## src/rtl/um_lb_pkg.sv

```systemverilog
// um_lb_pkg: shared state encoding, register map bounds and decode helpers for the local-bus slave
package um_lb_pkg;

    typedef enum logic [1:0] {
        IDLE = 2'd0,
        ADDR = 2'd1,
        WAIT = 2'd2,
        ACK  = 2'd3
    } state_t;

    localparam logic [7:0]  CFG_BASE       = 8'h00;
    localparam logic [7:0]  STAT_BASE      = 8'h10;
    localparam logic [7:0]  MAP_END        = 8'h1F;
    localparam logic [31:0] UNMAPPED_RDATA = 32'hDEAD_BEEF;

    // Config window is the 16 words starting at CFG_BASE
    function automatic logic is_cfg(input logic [7:0] a);
        return a[7:4] == CFG_BASE[7:4];
    endfunction

    function automatic logic is_stat(input logic [7:0] a);
        return (a >= STAT_BASE) && (a <= MAP_END);
    endfunction

endpackage

```

## src/rtl/um_lb_slave_if.sv

```systemverilog
// um_lb_slave_if: multiplexed address/data local-bus signals between upstream master and slave
interface um_lb_slave_if;

    logic        ale;
    logic        cs_n;
    logic        rd_wr;
    logic [31:0] data;
    logic        ack_n_um;
    logic [31:0] rdata_um;

    modport master (
        output ale, cs_n, rd_wr, data,
        input  ack_n_um, rdata_um
    );

    modport slave (
        input  ale, cs_n, rd_wr, data,
        output ack_n_um, rdata_um
    );

endinterface

```

## src/rtl/um_lb_regbank.sv

```systemverilog
// um_lb_regbank: 16 read/write config registers with write strobes, plus the read-data mux over cfg/status/unmapped space
module um_lb_regbank
    import um_lb_pkg::*;
(
    input  logic         clk,
    input  logic         reset,
    input  logic         wr_en,
    input  logic [7:0]   addr,
    input  logic [31:0]  wdata,
    input  logic [511:0] stat_in,
    output logic [511:0] cfg_regs,
    output logic [15:0]  cfg_wr,
    output logic [31:0]  rdata
);

    logic [15:0][31:0] cfg_q;
    logic [15:0][31:0] stat_w;
    logic [15:0]       cfg_wr_q;

    assign stat_w   = stat_in;
    assign cfg_regs = cfg_q;
    assign cfg_wr   = cfg_wr_q;

    // Commit writes into the config window; the strobe is high for the cycle after the commit edge
    always_ff @(posedge clk or posedge reset) begin
        if (reset) begin
            cfg_q    <= '0;
            cfg_wr_q <= '0;
        end else begin
            cfg_wr_q <= '0;
            if (wr_en && is_cfg(addr)) begin
                cfg_q[addr[3:0]]    <= wdata;
                cfg_wr_q[addr[3:0]] <= 1'b1;
            end
        end
    end

    assign rdata = is_cfg(addr)  ? cfg_q[addr[3:0]]  :
                   is_stat(addr) ? stat_w[addr[3:0]] : UNMAPPED_RDATA;

endmodule

```

## src/rtl/um_lb_slave.sv

```systemverilog
// um_lb_slave: local-bus slave FSM decoding one 256-byte page into config, status and unmapped space
module um_lb_slave
    import um_lb_pkg::*;
#(
    parameter logic [23:0] BASE_ADDR = 24'h000001,
    parameter int          ACK_LAT   = 2
) (
    input  logic         clk,
    input  logic         reset,
    um_lb_slave_if.slave bus,
    output logic [511:0] cfg_regs,
    output logic [15:0]  cfg_wr,
    input  logic [511:0] stat_in,
    output logic [15:0]  stat_rd
);

    localparam logic [3:0] CNT_INIT = 4'(ACK_LAT - 1);

    state_t      state_q, state_d;
    logic [7:0]  addr_q;
    logic        dir_q;
    logic [3:0]  cnt_q;
    logic [31:0] rdata_q;
    logic [15:0] stat_rd_q;
    logic [31:0] rmux;
    logic        cap;
    logic        wr_en;
    logic        ack_ent;

    // cap: first data-phase edge; ack_ent: the edge that moves WAIT into ACK
    assign cap     = !bus.ale && state_q == ADDR && !bus.cs_n;
    assign wr_en   = cap && !dir_q;
    assign ack_ent = !bus.ale && state_q == WAIT && !bus.cs_n && cnt_q == 4'd0;

    um_lb_regbank u_regbank (
        .clk      (clk),
        .reset    (reset),
        .wr_en    (wr_en),
        .addr     (addr_q),
        .wdata    (bus.data),
        .stat_in  (stat_in),
        .cfg_regs (cfg_regs),
        .cfg_wr   (cfg_wr),
        .rdata    (rmux)
    );

    // State register
    always_ff @(posedge clk or posedge reset) begin
        if (reset) state_q <= IDLE;
        else       state_q <= state_d;
    end

    // Next state: a new address phase preempts whatever access is in flight
    always_comb begin
        state_d = state_q;
        if (bus.ale) state_d = (bus.data[31:8] == BASE_ADDR) ? ADDR : IDLE;
        else begin
            unique case (state_q)
                ADDR:    state_d = bus.cs_n ? ADDR : WAIT;
                WAIT:    state_d = bus.cs_n ? IDLE : (cnt_q == 4'd0) ? ACK : WAIT;
                ACK:     state_d = bus.cs_n ? IDLE : ACK;
                default: state_d = IDLE;
            endcase
        end
    end

    // Outputs: acknowledge follows the ACK state directly
    always_comb begin
        bus.ack_n_um = (state_q != ACK);
    end

    // Datapath: address/direction latch, latency counter, read snapshot and status-read strobe
    always_ff @(posedge clk or posedge reset) begin
        if (reset) begin
            addr_q    <= '0;
            dir_q     <= 1'b0;
            cnt_q     <= '0;
            rdata_q   <= '0;
            stat_rd_q <= '0;
        end else begin
            if (bus.ale) begin
                addr_q <= bus.data[7:0];
                dir_q  <= bus.rd_wr;
            end
            if (cap) cnt_q <= CNT_INIT;
            else if (state_q == WAIT && cnt_q != 4'd0) cnt_q <= cnt_q - 4'd1;
            if (ack_ent && dir_q) rdata_q <= rmux;
            stat_rd_q <= (ack_ent && dir_q && is_stat(addr_q)) ? 16'(1) << addr_q[3:0] : '0;
        end
    end

    assign bus.rdata_um = rdata_q;
    assign stat_rd      = stat_rd_q;

endmodule

```

## src/flat_wrapper.sv

```systemverilog
// flat-port wrapper written by rule: the top's interface ports become plain ports
module um_lb_slave_flat import um_lb_pkg::*;
#(
    parameter logic [23:0] BASE_ADDR = 24'h000001,
    parameter int          ACK_LAT   = 2
)
  (clk, reset, cfg_regs, cfg_wr, stat_in, stat_rd, bus_ale, bus_cs_n, bus_rd_wr, bus_data, bus_ack_n_um, bus_rdata_um);
  um_lb_slave_if bus_i ();
  input  logic clk;
  input  logic reset;
  output logic [511:0] cfg_regs;
  output logic [15:0] cfg_wr;
  input  logic [511:0] stat_in;
  output logic [15:0] stat_rd;
  input wire logic [$bits(bus_i.ale)-1:0] bus_ale;
  input wire logic [$bits(bus_i.cs_n)-1:0] bus_cs_n;
  input wire logic [$bits(bus_i.rd_wr)-1:0] bus_rd_wr;
  input wire logic [$bits(bus_i.data)-1:0] bus_data;
  output wire logic [$bits(bus_i.ack_n_um)-1:0] bus_ack_n_um;
  output wire logic [$bits(bus_i.rdata_um)-1:0] bus_rdata_um;
  assign bus_i.ale = bus_ale;
  assign bus_i.cs_n = bus_cs_n;
  assign bus_i.rd_wr = bus_rd_wr;
  assign bus_i.data = bus_data;
  assign bus_ack_n_um = bus_i.ack_n_um;
  assign bus_rdata_um = bus_i.rdata_um;
  um_lb_slave #(.BASE_ADDR(BASE_ADDR), .ACK_LAT(ACK_LAT)) u_core (.clk(clk), .reset(reset), .bus(bus_i), .cfg_regs(cfg_regs), .cfg_wr(cfg_wr), .stat_in(stat_in), .stat_rd(stat_rd));
endmodule
```

## config.mk

```make
export PLATFORM = sky130hd
export DESIGN_NAME = um_lb_slave_flat
export DESIGN_NICKNAME = d
export VERILOG_FILES = /design/src/rtl/um_lb_pkg.sv /design/src/rtl/um_lb_slave_if.sv /design/src/rtl/um_lb_regbank.sv /design/src/rtl/um_lb_slave.sv /design/src/flat_wrapper.sv
export SDC_FILE = /design/constraint.sdc
export NUM_CORES = 1
export LEC_CHECK = 0
export CORE_AREA = 2 2 441 443
export CTS_BUF_LIST = sky130_fd_sc_hd__clkbuf_4 sky130_fd_sc_hd__clkbuf_8
export DETAILED_ROUTE_END_ITERATION = 8
export DIE_AREA = 0 0 443 445
export MAX_ROUTING_LAYER = met4
export PLACE_DENSITY = 0.46
export SLEW_MARGIN = 30
export SYNTH_ARGS = -nofsm -noshare
export SYNTH_HDL_FRONTEND = slang
export SYNTH_HIERARCHICAL = 1
export SYNTH_SLANG_ARGS = --single-unit
```

## constraint.sdc

```tcl
create_clock -name clk -period 24.1 [get_ports clk]
set_input_delay 6.025 -clock clk [delete_from_list [all_inputs] [get_ports clk]]
set_output_delay 6.025 -clock clk [all_outputs]
set_load 0.005 [all_outputs]
```

Yosys cells after proc, flatten, opt, wreduce, memory -nomap -nowiden
Index checks and enable logic that the tools add are counted.
{"block": "classes", "add_sub_neg": 1, "order_cmp": 4, "eq_ne": 5, "n_shift": 1, "muxes": 22, "reduce_logical": 19}
{"cell": "$bwmux 512", "n": 1}
{"cell": "$bmux 32 s4", "n": 2}
{"cell": "$mux 32", "n": 5}
{"cell": "$demux 32 s4", "n": 1}
{"cell": "$mux 16", "n": 2}
{"cell": "$eq 24x1->1 const B", "n": 1}
{"cell": "$shl 1x4->16 const A", "n": 1}
{"cell": "$logic_and 1x1->1", "n": 12}
{"cell": "$ge 8x5->1 const B", "n": 1}
{"cell": "$le 8x5->1 const B", "n": 1}
{"cell": "$logic_not 4->1", "n": 2}
{"cell": "$mux 2", "n": 4}
{"cell": "$mux 4", "n": 2}
{"cell": "$pmux 2 s3", "n": 1}
{"cell": "$lt 4x5->1 const B", "n": 1}
{"cell": "$demux 1 s4", "n": 1}
{"cell": "$eq 2x2->1 const B", "n": 2}
{"cell": "$ge 4x1->1 const B", "n": 1}
{"cell": "$reduce_bool 4->1", "n": 1}
{"cell": "$sub 4x1->4 const B", "n": 1}
{"cell": "$logic_not 1->1", "n": 3}
{"cell": "$mux 1", "n": 3}
{"cell": "$eq 2x1->1 const B", "n": 1}
{"cell": "$ne 2x2->1 const B", "n": 1}
{"cell": "$reduce_bool 2->1", "n": 1}
{"block": "word_totals", "ff_bits": 591, "in_bits": 549, "out_inout_bits": 577, "word_cells": 75}

Longest topological paths before layout
{"block": "depth", "word_depth": 7, "depth_mapped": 10, "mapped_depth_nobuf": 6}

Hierarchy
The synthesis kept the hierarchy.
{"module": "um_lb_regbank", "instances": 1, "cells_each": 1883, "area_each_um2": 27855.5, "seq_area_each_um2": 13212.7}
{"module": "um_lb_slave", "instances": 1, "cells_each": 176, "area_each_um2": 2517.4, "seq_area_each_um2": 1576.5}

Worst setup path before layout
OpenSTA, ideal clock, no wires.
{"block": "synth_path", "kind": "input port to flip-flop", "startpoint": "in bus_ale", "endpoint": "reg u_core.u_regbank.cfg_q, in the netlist u_core/u_regbank/cfg_regs[424]", "t_arrival_ns": 8.136, "t_required_ns": 23.975, "path_slack_ns": 15.839, "path_stages": 9, "path_buffers": 3, "path_cell_list": "clkbuf_1 or4b_1 nor2_1 nand3b_1 nand2b_1 nor2b_1 clkbuf_1 buf_2 mux2_2"}
{"block": "synth_between", "elab_chain_cells": 5}
{"item": "from (decl)", "line": "flat_wrapper.sv:15", "rtl": "input wire logic [$bits(bus_i.ale)-1:0] bus_ale;"}
{"item": "$logic_not 1->1", "line": "um_lb_slave.sv:31", "rtl": "assign cap = !bus.ale && state_q == ADDR && !bus.cs_n;"}
{"item": "$logic_and 1x1->1 (2 in series)", "line": "um_lb_slave.sv:31"}
{"item": "$logic_and 1x1->1", "line": "um_lb_slave.sv:32", "rtl": "assign wr_en = cap && !dir_q;"}
{"item": "net u_core.wr_en", "line": "um_lb_slave.sv:27", "rtl": "logic wr_en;"}
{"item": "$logic_and 1x1->1", "line": "um_lb_regbank.sv:31", "rtl": "if (wr_en && is_cfg(addr)) begin"}
{"item": "to (signal, indexed assignment)", "line": "um_lb_regbank.sv:32", "rtl": "cfg_q[addr[3:0]] <= wdata;"}
{"item": "to (decl)", "line": "um_lb_regbank.sv:16", "rtl": "logic [15:0][31:0] cfg_q;"}
The timed path passes the listed nets, and every way through them passes these cells.
A chain may end at the register's enable or synchronous reset.

Final worst setup path
{"block": "layout_path", "startpoint": "in bus_ale", "endpoint": "reg u_core.u_regbank.cfg_q, in the netlist u_core/u_regbank/cfg_regs[417]"}
Same word-level chain as after synthesis.

==> summary.md <==
| Metric | Value |
|---|---|
| Status | completed |
| CP endpoint kind | register |
| Synth-to-Final Area Change | 56.1% |
| Max incr delay on CP | 0.65 ns |
| Slew margin rel. | 30.7% |
| Min cycle time layout | 9.39 ns |
| DRT Pass-1 Iters | 5 |
| Vias in the first global route | 26200 |
| Peak Freq | 107 MHz |
| Leak pwr | 0.0201 uW |
| Initial DRC Count | 1764 |
| Post-synth EDFFs | 0 |
| Final TNS setup | 0 ns |
| Net Count, Synth | 2609 |
| Die Width | 443 microns |
| Slew @ Worst Pin | 1.01 ns |
| Hold WS | 0.506 ns |
| Wire length on met1 | 84800 microns |
| Routed length on met2 | 106000 microns |
| Hold Vio Cnt, Final | 0 |
| Cells on worst reg2reg path | 8 |
| End of the worst register-to-register path | u_core/bus.rdata_um[20] |
| Compound-cell area share of the yosys netlist | 4.72% |
| Dpl hpwl | 159000 microns |
| Most frequent cells in the layout | 1122 x clkdlybuf4s50_1, 587 x dfrtp_1, 523 x mux2_2 |
| Max Slew Vio Count | 0 |
| Setup Skew | 0.0377 ns |
| Layout cells sized above 1 | 32.2% |
| Antenna violations before repair | 68 |
| Tot Pwr | 2550 uW |
| Max Cap Viol | 0 |
| Initial Utilization | 15.8% |
| Largest net degree at the start of global routing | 104 |
| Vias per cell | 4.33 |
| Critical path type | primary input to register |
| Mean Syn Cell Area | 14.8 sq um |
| Worst min-delay path class | register to register |
| Finished Core Util | 24.7% |
| Synth Flop Type | dfrtp_1 |
| Mean routed wirelength per cell | 35.9 microns |
| Hold EP | u_core/bus.rdata_um[20] |
| Worst path slowest cell | or4b_1 |
| Yosys cell types | 53 |
| TritonCTS Buffers | 119 |
| Cts hold-fix bufs | 0 |
| Final net count | 3744 |
| CP Cell Sequence | clkdlybuf4s50_1 -> buf_4 -> or4b_1 -> nor2_1 -> nand3b_1 -> nand2b_1 -> nor2b_4 -> buf_4 -> mux2_2 |
| DRC Markers | 0 |
| Worst reg2reg path startpoint | u_core/addr_q[1] |
| Num rows | 161 |
| Largest family of logic cells by synthesized area | multiplexers |
| Clk root buf | clkbuf_8 |
| Synthesized area | 30400 sq um |
| DR WL met3 | 13900 microns |
| Max FO, Critical Path | 18 |
| Crit path max-delay family | simple AND/OR/NAND/NOR gates |
| Critical path launch point type | primary input |
| Adder-cell area share of the yosys netlist | 0.0412% |
| Worst EP required | 24.82 ns |
| WP buf/inv | 3 |
| Synth Register Bits | 591 |
| Post-DP Area | 44800 sq um |
| PostCTS Resize Cnt | 0 |
| Final instance area | 47400 sq um |
| Post-CTS Setup Inserts | 0 |
| Max Used Layer | met4 |
| Core area | 192000 sq um |
| Leading cell type in the layout, fill and taps excluded | clkdlybuf4s50_1 |
| Total Routing Usage GR | 21.2% |
| Routability cong. | 0.867 |
| IO Count | 1126 |
| Synth async-reset ratio | 100% |
| Arrival @ worst endpoint | 10.10 ns |
| Clock latency on the worst-skew pair | 0.87 ns |
| Post-synthesis mux area share | 40.4% |
| First-pass GRT wire length | 269000 microns |
| Port Buf Inserts | 1125 |
| Yosys warnings | 6 |
| Pwr/cell area | 53.7 nW/um^2 |
| Die Span Y | 445 microns |
| CTS tree | yes |
| Simple-gate share of the synthesized area | 2.94% |
| Endpoints failing setup | 0 |
| Hold path start | u_core/bus.rdata_um[20] |
| Hold Path Cell Cnt | 1 |
| Vias | 25300 |
| WL final | 209000 microns |
| Post-synthesis sequential area ratio | 48.7% |
| Cells after Synth | 2059 |
| # clock sinks | 591 |
| Die area | 197000 sq um |
| DRT antenna net count | 0 |
| Htree depth | 3 |
| Crit share post-route | 39.0% |
| Synth Area in XOR/XNOR | 0.0288% |
| Most frequent CP cell | buf_4 |
| Max Buffers Root-to-Sink | 3 |
| Clk pin slew, worst setup/hold paths | 0.06 ns |
| R2R setup slack | 19.58 ns |
| RSZ-0062 raised after global routing | false |
| Maximum vdd drop | 0.0000373 V |
| Total global routing overflow | 0 |
## area by class of cell
type / count / area [sq um]
inverter: 8 / 40.0
tap: 2526 / 3160
antenna: 28 / 70.1
clock inverter: 23 / 273
timing repair buffer: 1204 / 12000
sequential: 591 / 14800
fill: 20300 / 145000
clock buffer: 184 / 2280
multi-input combinational: 1270 / 14800
## layer usage
metal,global-route usage [%],vias up
li1,-,10300
met1,24.9,13600
met2,36.0,1127
met3,5.31,259
met4,5.29,0
met5,-,-
## sequential cells by signal, indices dropped and copies added (netlist names)
register,cells
u_core/addr_q,8
u_core/bus.rdata_um,32
u_core/cnt_q,4
u_core/dir_q,1
u_core/stat_rd,16
u_core/state_q,2
u_core/u_regbank/cfg_regs,512
u_core/u_regbank/cfg_wr,16
## worst max-delay path by stage
stage,start,end,slack (ns),depth (start not counted)
final,bus_ale,u_core/u_regbank/cfg_regs[417],14.71,9
after global routing,bus_ale,u_core/u_regbank/cfg_regs[417],14.65,9
after CTS,bus_ale,u_core/u_regbank/cfg_regs[417],14.90,9
after detailed placement,bus_ale,u_core/u_regbank/cfg_regs[419],13.94,9
after global placement,bus_ale,u_core/u_regbank/cfg_regs[310],13.70,9
after floorplan,reset,u_core/u_regbank/cfg_regs[0],3.32,1
## per-stage QoR
| step | instances | setup WS (ns) |
|---|---|---|
| floorplan | 2059 | 3.32 |
| global placement | 5593 | 13.70 |
| detailed placement | 5598 | 13.94 |
| CTS | 5805 | 14.90 |
| global route | 5831 | 14.65 |
| finish | 5834 | 14.71 |
## power breakdown
part	internal [uW]	switching, uW
sequential	995	14.3
clock	650	496
combinational	173	219
## synth_stat cells, drive strengths merged, types with 4 or more instances
library cell	count	share of area [%]
a211o	27	0.78
a211oi	27	0.67
a22oi	48	1.2
a2bb2oi	21	0.61
buf	121	2.3
clkbuf	69	0.85
dfrtp	591	49
inv	8	0.099
mux2	561	21
mux2i	178	5.9
mux4	182	13
nand2	27	0.34
nand2b	6	0.12
nand3	12	0.20
nand3b	5	0.12
nand4	5	0.10
nor2	48	0.66
nor2b	12	0.25
nor3	16	0.30
nor3b	4	0.19
nor4	9	0.21
o211ai	6	0.15
o221ai	6	0.17
o22ai	48	0.99
## worst reg2reg max path, cell delays in order, from the launching register on
cell      delay (ns)
dfrtp_4         0.79
buf_4           0.68
buf_4           0.65
buf_4           0.72
mux2i_1         0.20
a22oi_1         0.47
o211ai_1        0.40
o221ai_1        0.34
mux2_2          0.21
## cell families (layout without fill, tap and decap cells)
group	Yosys count	count (layout)
buffers and inverters	198	1419
AO/OA/AOI/OAI	189	189
other	0	28
adder cells (fa/ha/maj)	1	1
flip-flops	591	591
XOR/XNOR	1	1
AND/OR/NAND/NOR	158	158
multiplexers	921	921
Note: power is estimated with default switching activity, not from simulation.
